--- config.mk ---
export PLATFORM = sky130hd
export DESIGN_NAME = pipe_hazard_ctrl
export DESIGN_NICKNAME = d
export VERILOG_FILES = /design/src/rtl/pipe_hazard_ctrl.sv
export SDC_FILE = /design/constraint.sdc
export NUM_CORES = 1
export LEC_CHECK = 0
export BUFFER_PORTS_ARGS = -buffer_cell sky130_fd_sc_hd__buf_2
export CELL_PAD_IN_SITES_DETAIL_PLACEMENT = 1
export CELL_PAD_IN_SITES_GLOBAL_PLACEMENT = 1
export CORE_ASPECT_RATIO = 1.5
export CORE_MARGIN = 2
export CORE_UTILIZATION = 39
export DETAILED_ROUTE_END_ITERATION = 7
export PLACE_DENSITY = 0.88
export SLEW_MARGIN = 20
export SYNTH_ARGS = -nofsm -noshare
export SYNTH_HDL_FRONTEND = slang
export SYNTH_SLANG_ARGS = --single-unit
--- constraint.sdc ---
create_clock -name clk -period 6.37 [get_ports clk]
set_clock_uncertainty 0.15 [all_clocks]
set_input_delay 0.3185 -clock clk [delete_from_list [all_inputs] [get_ports clk]]
set_output_delay 0.3185 -clock clk [all_outputs]
set_load 0.05 [all_outputs]
--- src/rtl/pipe_hazard_ctrl.sv ---
// -----------------------------------------------------------------------------
// pipe_hazard_ctrl
//
// Hazard and sequencing controller for a 5-stage pipeline. Sits beside the
// decode stage and generates the stall/flush controls for PC, IF/ID and ID/EX
// from ID, EX and MEM stage status:
//   - load-use bubbles (load in EX feeding a source register of ID)
//   - taken-branch flushes of IF/ID and ID/EX
//   - interlocks against the multi-cycle mul/div unit (issue and result read)
//   - whole-pipe freeze while the data memory has not completed an access
// It also tracks mul/div occupancy with a small IDLE/BUSY FSM and keeps a
// saturating count of cycles in which the PC was held.
//
// Ports
//   clk, rst_n        clock, asynchronous active-low reset
//   MemRead_EX        instruction in EX is a load
//   RT_EX             destination register of that load
//   RS_ID, RT_ID      source registers of the instruction in ID
//   UseRt_ID          ID instruction actually reads rt
//   BranchTaken_EX    branch/jump resolved taken in EX
//   MdStart_ID        ID instruction is mult/div
//   MdIsDiv_ID        with MdStart_ID: 1 = div, 0 = mult
//   MdRead_ID         ID instruction is mfhi/mflo
//   MemReq_MEM        MEM stage performs a load/store
//   MemReady_MEM      data memory completes this cycle
//   StallPC           hold PC
//   StallIFID         hold IF/ID
//   FlushIFID         clear IF/ID
//   FlushIDEX         insert bubble into ID/EX
//   Freeze            hold ID/EX, EX/MEM, MEM/WB
//   MdBusy            mul/div unit occupied (straight from state register)
//   MdDone            pulse in the last busy cycle of the mul/div unit
//   stall_cycles      saturating count of cycles with StallPC high
// -----------------------------------------------------------------------------
module pipe_hazard_ctrl #(
  parameter int MUL_LAT = 4,
  parameter int DIV_LAT = 32,
  parameter int CNT_W   = 16
) (
  input  logic             clk,
  input  logic             rst_n,
  input  logic             MemRead_EX,
  input  logic [4:0]       RT_EX,
  input  logic [4:0]       RS_ID,
  input  logic [4:0]       RT_ID,
  input  logic             UseRt_ID,
  input  logic             BranchTaken_EX,
  input  logic             MdStart_ID,
  input  logic             MdIsDiv_ID,
  input  logic             MdRead_ID,
  input  logic             MemReq_MEM,
  input  logic             MemReady_MEM,
  output logic             StallPC,
  output logic             StallIFID,
  output logic             FlushIFID,
  output logic             FlushIDEX,
  output logic             Freeze,
  output logic             MdBusy,
  output logic             MdDone,
  output logic [CNT_W-1:0] stall_cycles
);

  // Down-counter must hold DIV_LAT-1, the largest reload value.
  localparam int MDC_W = $clog2(DIV_LAT + 1);

  localparam logic [MDC_W-1:0] MD_ZERO  = MDC_W'(0);
  localparam logic [MDC_W-1:0] MD_ONE   = MDC_W'(1);
  localparam logic [MDC_W-1:0] MUL_LOAD = MDC_W'(MUL_LAT - 1);
  localparam logic [MDC_W-1:0] DIV_LOAD = MDC_W'(DIV_LAT - 1);
  localparam logic [CNT_W-1:0] CNT_MAX  = {CNT_W{1'b1}};
  localparam logic [CNT_W-1:0] CNT_ONE  = CNT_W'(1);

  typedef enum logic [0:0] {
    ST_IDLE = 1'b0,
    ST_BUSY = 1'b1
  } md_state_t;

  md_state_t        r_state;
  logic [MDC_W-1:0] r_md_cnt;
  logic [CNT_W-1:0] r_stall_cnt;

  logic w_mem_wait;
  logic w_load_use;
  logic w_md_busy;
  logic w_md_done;
  logic w_md_hz;
  logic w_issue;
  logic w_stall_pc;
  logic w_stall_ifid;
  logic w_flush_ifid;
  logic w_flush_idex;
  logic w_freeze;

  // Hazard detection terms.
  assign w_mem_wait = MemReq_MEM & ~MemReady_MEM;
  // Register 0 is hard-wired zero, so a load into it never creates a hazard.
  assign w_load_use = MemRead_EX & (RT_EX != 5'd0) &
                      ((RT_EX == RS_ID) | (UseRt_ID & (RT_EX == RT_ID)));
  assign w_md_busy  = (r_state == ST_BUSY);
  assign w_md_done  = w_md_busy & (r_md_cnt == MD_ONE);
  // In the last busy cycle the result is available next cycle, so a reader
  // or a new mul/div in ID may proceed.
  assign w_md_hz    = w_md_busy & (MdStart_ID | MdRead_ID) & ~w_md_done;

  // A mul/div issues only when the ID instruction actually advances into EX.
  assign w_issue    = MdStart_ID & ~w_mem_wait & ~BranchTaken_EX &
                      ~w_load_use & ~w_md_hz;

  // Prioritised stall/flush decode; everything held low while in reset.
  always_comb begin
    w_stall_pc   = 1'b0;
    w_stall_ifid = 1'b0;
    w_flush_ifid = 1'b0;
    w_flush_idex = 1'b0;
    w_freeze     = 1'b0;
    if (!rst_n) begin
      w_stall_pc   = 1'b0;
      w_stall_ifid = 1'b0;
    end else if (w_mem_wait) begin
      // Memory stall freezes everything; a pending branch or load-use is
      // re-evaluated once the access completes.
      w_freeze     = 1'b1;
      w_stall_pc   = 1'b1;
      w_stall_ifid = 1'b1;
    end else if (BranchTaken_EX) begin
      // Wrong-path instructions in IF/ID and ID are discarded, so no stall.
      w_flush_ifid = 1'b1;
      w_flush_idex = 1'b1;
    end else if (w_load_use | w_md_hz) begin
      w_stall_pc   = 1'b1;
      w_stall_ifid = 1'b1;
      w_flush_idex = 1'b1;
    end else begin
      w_freeze     = 1'b0;
    end
  end

  // Mul/div occupancy FSM; the unit keeps counting through memory freezes.
  always_ff @(posedge clk or negedge rst_n) begin
    if (!rst_n) begin
      r_state  <= ST_IDLE;
      r_md_cnt <= MD_ZERO;
    end else begin
      case (r_state)
        ST_IDLE: begin
          if (w_issue) begin
            r_state  <= ST_BUSY;
            r_md_cnt <= MdIsDiv_ID ? DIV_LOAD : MUL_LOAD;
          end else begin
            r_state  <= ST_IDLE;
            r_md_cnt <= MD_ZERO;
          end
        end
        ST_BUSY: begin
          if (r_md_cnt == MD_ONE) begin
            // Back-to-back issue in the final cycle reloads without a gap.
            if (w_issue) begin
              r_state  <= ST_BUSY;
              r_md_cnt <= MdIsDiv_ID ? DIV_LOAD : MUL_LOAD;
            end else begin
              r_state  <= ST_IDLE;
              r_md_cnt <= MD_ZERO;
            end
          end else begin
            r_state  <= ST_BUSY;
            r_md_cnt <= r_md_cnt - MD_ONE;
          end
        end
        default: begin
          r_state  <= ST_IDLE;
          r_md_cnt <= MD_ZERO;
        end
      endcase
    end
  end

  // Saturating count of cycles in which the PC is held.
  always_ff @(posedge clk or negedge rst_n) begin
    if (!rst_n) begin
      r_stall_cnt <= {CNT_W{1'b0}};
    end else if (w_stall_pc && (r_stall_cnt != CNT_MAX)) begin
      r_stall_cnt <= r_stall_cnt + CNT_ONE;
    end else begin
      r_stall_cnt <= r_stall_cnt;
    end
  end

  assign StallPC      = w_stall_pc;
  assign StallIFID    = w_stall_ifid;
  assign FlushIFID    = w_flush_ifid;
  assign FlushIDEX    = w_flush_idex;
  assign Freeze       = w_freeze;
  assign MdBusy       = w_md_busy;
  assign MdDone       = w_md_done;
  assign stall_cycles = r_stall_cnt;

endmodule

==> impl.org <==
** Finish
- Area occupied by registers :: 575.6 sq um
- After filler insertion, the fill cell instance count of the layout stands at 436.
- The library cell used most frequently in the layout, excluding fill and tap cells, is sky130_fd_sc_hd__buf_2.
- In the layout the commonest cells are 47 x sky130_fd_sc_hd__buf_2, 23 x sky130_fd_sc_hd__dfrtp_1, 23 x sky130_fd_sc_hd__xor2_1.
- Number of diodes added for antenna fixing :: 0
- Syn-to-layout area delta :: 22.91%
- In the final layout, the share of cells above drive strength 1 is around 30%.
- In the final layout, the multi-input gates occupy ~750 sq um.
- The final layout contains 218 nets.

** Setup path
- CP cell instances :: dlygate4sd3_1 -> buf_2 -> inv_1 -> or3_2 -> a2bb2oi_4 -> inv_1 -> buf_2
- Worst Path Max Fanout :: 27
- Library cell contributing the largest single delay on the critical path :: sky130_fd_sc_hd__dlygate4sd3_1
- On the worst path, the slowest cell contributes a delay of 0.52 ns.
- In this run the critical register-to-register path is launched from stall_cycles[1].
- Crit path capture type :: output pin
- Depth of the worst register-to-register path :: 7
- STA puts the critical path data arrival time at roughly 2.6 ns.
- Data on the critical path is required at its endpoint by 5.90 ns.
- Crit path kind :: in2out
- For flop-to-flop paths, the worst setup slack is 3.87 ns.
- Startpoint Class :: input pin
- The worst register-to-register path ends at stall_cycles[1].

** Power
- VDD sags by at most between 200 and 300 uV.
- Per report_power, the combinational group accounts for 49.9% of the total.
- The share of total power dissipated in sequential elements is 36.4%.
- Share of total power consumed by net switching :: 47.97%
- Clk network pwr share :: 13.7%
- Cell internal power was estimated by the tool at 335.0 uW.
- Net switching power of the design :: between 300 and 400 uW
- In this run the static leakage power is 0.8494 nW.
- For this design the ratio of total power to cell area is approximately 380 mW/mm^2.

** Clock network
- In this run, CTS created clock tree buffers numbering 3.
- TritonCTS clock tree :: done
- CTS H-tree lvls :: 1
- Clock latency of the later-clocked register in the worst-skew pair :: 0.26 ns
- Clock-pin slew was measured on the worst setup and hold paths at about 0.080 ns.
- The tree is rooted in a sky130_fd_sc_hd__clkbuf_8.
- Counting every sink on the clock net gives 23.
- Maximum buffer depth of the clock tree :: 2
- Once the clock tree was built, the resizer swapped 0 gates to a different size.

** Timing
- Setup violations remaining at the end of the flow were counted as 0.
- The worst pin sits at a relative slew slack of 59.50%.
- Post-route worst hold slack :: 0.1876 ns
- For the pin with the worst max-slew slack, the measured transition is 0.6075 ns.
- Timing would allow up to 325.1 MHz.
- Setup repair after global routing left no endpoint under its margin.
- The number of max-slew violations in the final report was 0.
- After layout, the worst path uses 48.29% of the clock period.
- Fin crit period :: 3.076 ns
- Setup total negative slack on the finished layout was measured at 0 ns.
- Count of final hold-check violations :: 0

** Drt
- Count of nets left with antenna violations after detail routing :: 0
- For this block, the initial DRC count from the detailed router was 10.
- Vias per Instance :: between 5 and 6
- The routed layout has 1196 vias.
- Routed wirelength normalized by instance count :: 15.34 microns
- Initial DRT Pass Iterations :: 4
- Number of remaining DRC errors :: 0
- Final Routed Wirelength :: 3543 microns

** Die
- Measured along the y axis, the die boundary spans approximately 77 microns.
- The die covers 0.004030 sq mm.
- Effective utilization at floorplan :: 40.68%
- During I/O placement, the number of pins put on the boundary was 48.
- The initialized floorplan defines 26 standard-cell rows.
- Core Area :: roughly 0.0034 sq mm
- Die span in x :: 52.51 microns

** Synthesis
- The synthesized design contains 23 register bits.
- Portion of the post-synthesis area used by sequential elements :: a little over two fifths
- In the synthesized netlist the async set-or-reset flop fraction comes to 100.0%.
- Main synth FF type :: sky130_fd_sc_hd__dfrtp_1
- During synthesis, Yosys emitted a total of 0 warnings.
- The cell count after synthesis came out at 141.
- Cells taking the most area after synthesis :: sky130_fd_sc_hd__dfrtp_1 42%, sky130_fd_sc_hd__xor2_1 15%, sky130_fd_sc_hd__nor3_1 4.0%
- Of the post-synthesis cell area, the dominant cell type holds 41.82%.
- Number of synthesized flops with an enable pin :: 0
- When the netlist entered floorplanning its net count stood at 169.
- Of all cell types, the one taking the most synthesized area is sky130_fd_sc_hd__dfrtp_1.
- Dividing the synthesized area by the synthesized cell count gives 9.761 sq um.
- The netlist uses 34 different library cells.
- After synthesis the cells add up to 0.001376 sq mm.

** Global route
- All-Layer GR Usage :: 19.24%
- Leftover overflow at the end of global routing :: 0
- Number of global-route vias before repair :: 1352
- Met3 global-route usage :: 2.724%
- The first global-routing pass estimated 6003 microns of wire.
- Largest net degree at the start of global routing :: 28
- Global Route met2 Usage :: 36.38%
- The initial antenna violation count came to 0.
- For met1 alone, demand over resource in global routing was around 21%.
- Gr busiest metal :: met2

** Hold path
- Startpoint of the worst hold path :: MdIsDiv_ID
- The path class of the tightest hold or removal check is in2reg.
- For hold timing, the worst endpoint is r_md_cnt[2].
- Hold Crit Depth :: 2

** Placed design
- At the end of routability-driven placement, the weighted congestion stood at ~0.9.
- Buffers placed on the I/O ports in this run total 47.
- DP Wirelength :: 2883 microns

** Outcome
- The flow ran to the end, and the final reports show no timing, DRC or antenna violations.

** Job
- Max-cap violations in this run came to 0.
[flip-flops by register name, summed over array words and instances, names as in the netlist]
| register | flops |
|---|---|
| stall_cycles | 16 |
| r_md_cnt | 6 |
| MdBusy | 1 |
[power by group through the flow]
| stage | clock, mW | sequential, mW | combinational [mW] |
|---|---|---|---|
| floorplan | 0 | 0.320 | 0.157 |
| global placement | 0 | 0.233 | 0.310 |
| detailed placement | 0 | 0.237 | 0.324 |
| CTS | 0.0910 | 0.235 | 0.326 |
| global route | 0.0975 | 0.241 | 0.350 |
| finish | 0.0881 | 0.234 | 0.322 |
[critical path, delay by kind of cell]
family,cells,cell delay [ns]
AOI/OAI and AO/OA,1,0.23
buffers and inverters,5,1.56
and+or+nand+nor,1,0.51
[kinds of logic (layout without fill, tap and decap cells)]
| family | Yosys count | after routing | share of synthesized area [%] |
|---|---|---|---|
| compound gates | 13 | 13 | 8.728 |
| xor+xnor | 26 | 26 | 16.55 |
| fa+ha+maj | 3 | 3 | 2.728 |
| buf+inv | 9 | 57 | 3.363 |
| flops | 23 | 23 | 41.82 |
| mux | 3 | 3 | 2.727 |
| simple gates | 64 | 64 | 24.09 |
[worst max path at each step]
stage	slack [ns]	depth (start not counted)	startpoint	end
floorplan	3.78	6	MdBusy	StallPC
global placement	3.88	6	rst_n	StallPC
detailed placement	3.75	6	rst_n	stall_cycles[1]
CTS	3.24	7	rst_n	StallPC
global route	3.08	7	rst_n	StallPC
finish	3.29	7	rst_n	StallPC
[metal layers]
| layer | share of wire [%] | routed length [microns] | vias to the layer above |
|---|---|---|---|
| met3 | 3.8 | 136 | 6 |
| met2 | 56 | 2000 | 30 |
| met5 | 0 | 0 | - |
| li1 | - | - | 582 |
| met4 | 1.7 | 60 | 0 |
| met1 | 38 | 1346 | 578 |
[stage by stage]
stage | cell area [sq um] | util (%) | setup slack, ns | std cells | total power [mW]
final | 1692 | 50.00 | 3.294 | 231 | 0.6438
after global routing | 1692 | 50.00 | 3.078 | 231 | 0.6891
after CTS | 1692 | 50.00 | 3.237 | 231 | 0.6515
after detailed placement | 1637 | 48.37 | 3.753 | 226 | 0.5615
after global placement | 1637 | 48.37 | 3.885 | 226 | 0.5429
after floorplan | 1376 | - | 3.784 | 141 | 0.4765
[cell usage after synthesis (2+ instances only)]
| master | instances |
|---|---|
| sky130_fd_sc_hd__nand2_1 | 13 |
| sky130_fd_sc_hd__inv_1 | 5 |
| sky130_fd_sc_hd__nand2b_1 | 3 |
| sky130_fd_sc_hd__nand4_1 | 2 |
| sky130_fd_sc_hd__nor3_1 | 11 |
| sky130_fd_sc_hd__dfrtp_1 | 23 |
| sky130_fd_sc_hd__mux2_1 | 2 |
| sky130_fd_sc_hd__nor2_1 | 14 |
| sky130_fd_sc_hd__and3_1 | 4 |
| sky130_fd_sc_hd__ha_1 | 3 |
| sky130_fd_sc_hd__o21ai_0 | 4 |
| sky130_fd_sc_hd__xnor2_1 | 3 |
| sky130_fd_sc_hd__xor2_1 | 23 |
| sky130_fd_sc_hd__nand3_1 | 6 |
| sky130_fd_sc_hd__nor4_1 | 4 |
| sky130_fd_sc_hd__o2bb2ai_1 | 2 |
| sky130_fd_sc_hd__nor3b_2 | 2 |
[repair_timing]
item | CTS | global route
hold endpoints to repair | 23 | 0
buffers inserted | 0 | 0
hold buffers | 1 | 0
[final cells by class]
| type | count | share of cell area, % |
|---|---|---|
| Inverter | 5 | 1.109 |
| Tap cell | 42 | 3.107 |
| Sequential cell | 23 | 34.02 |
| Clock buffer | 4 | 2.663 |
| Timing Repair Buffer | 48 | 14.50 |
| Multi-Input combinational cell | 109 | 44.60 |
Note: power is estimated with default switching activity, not from simulation.
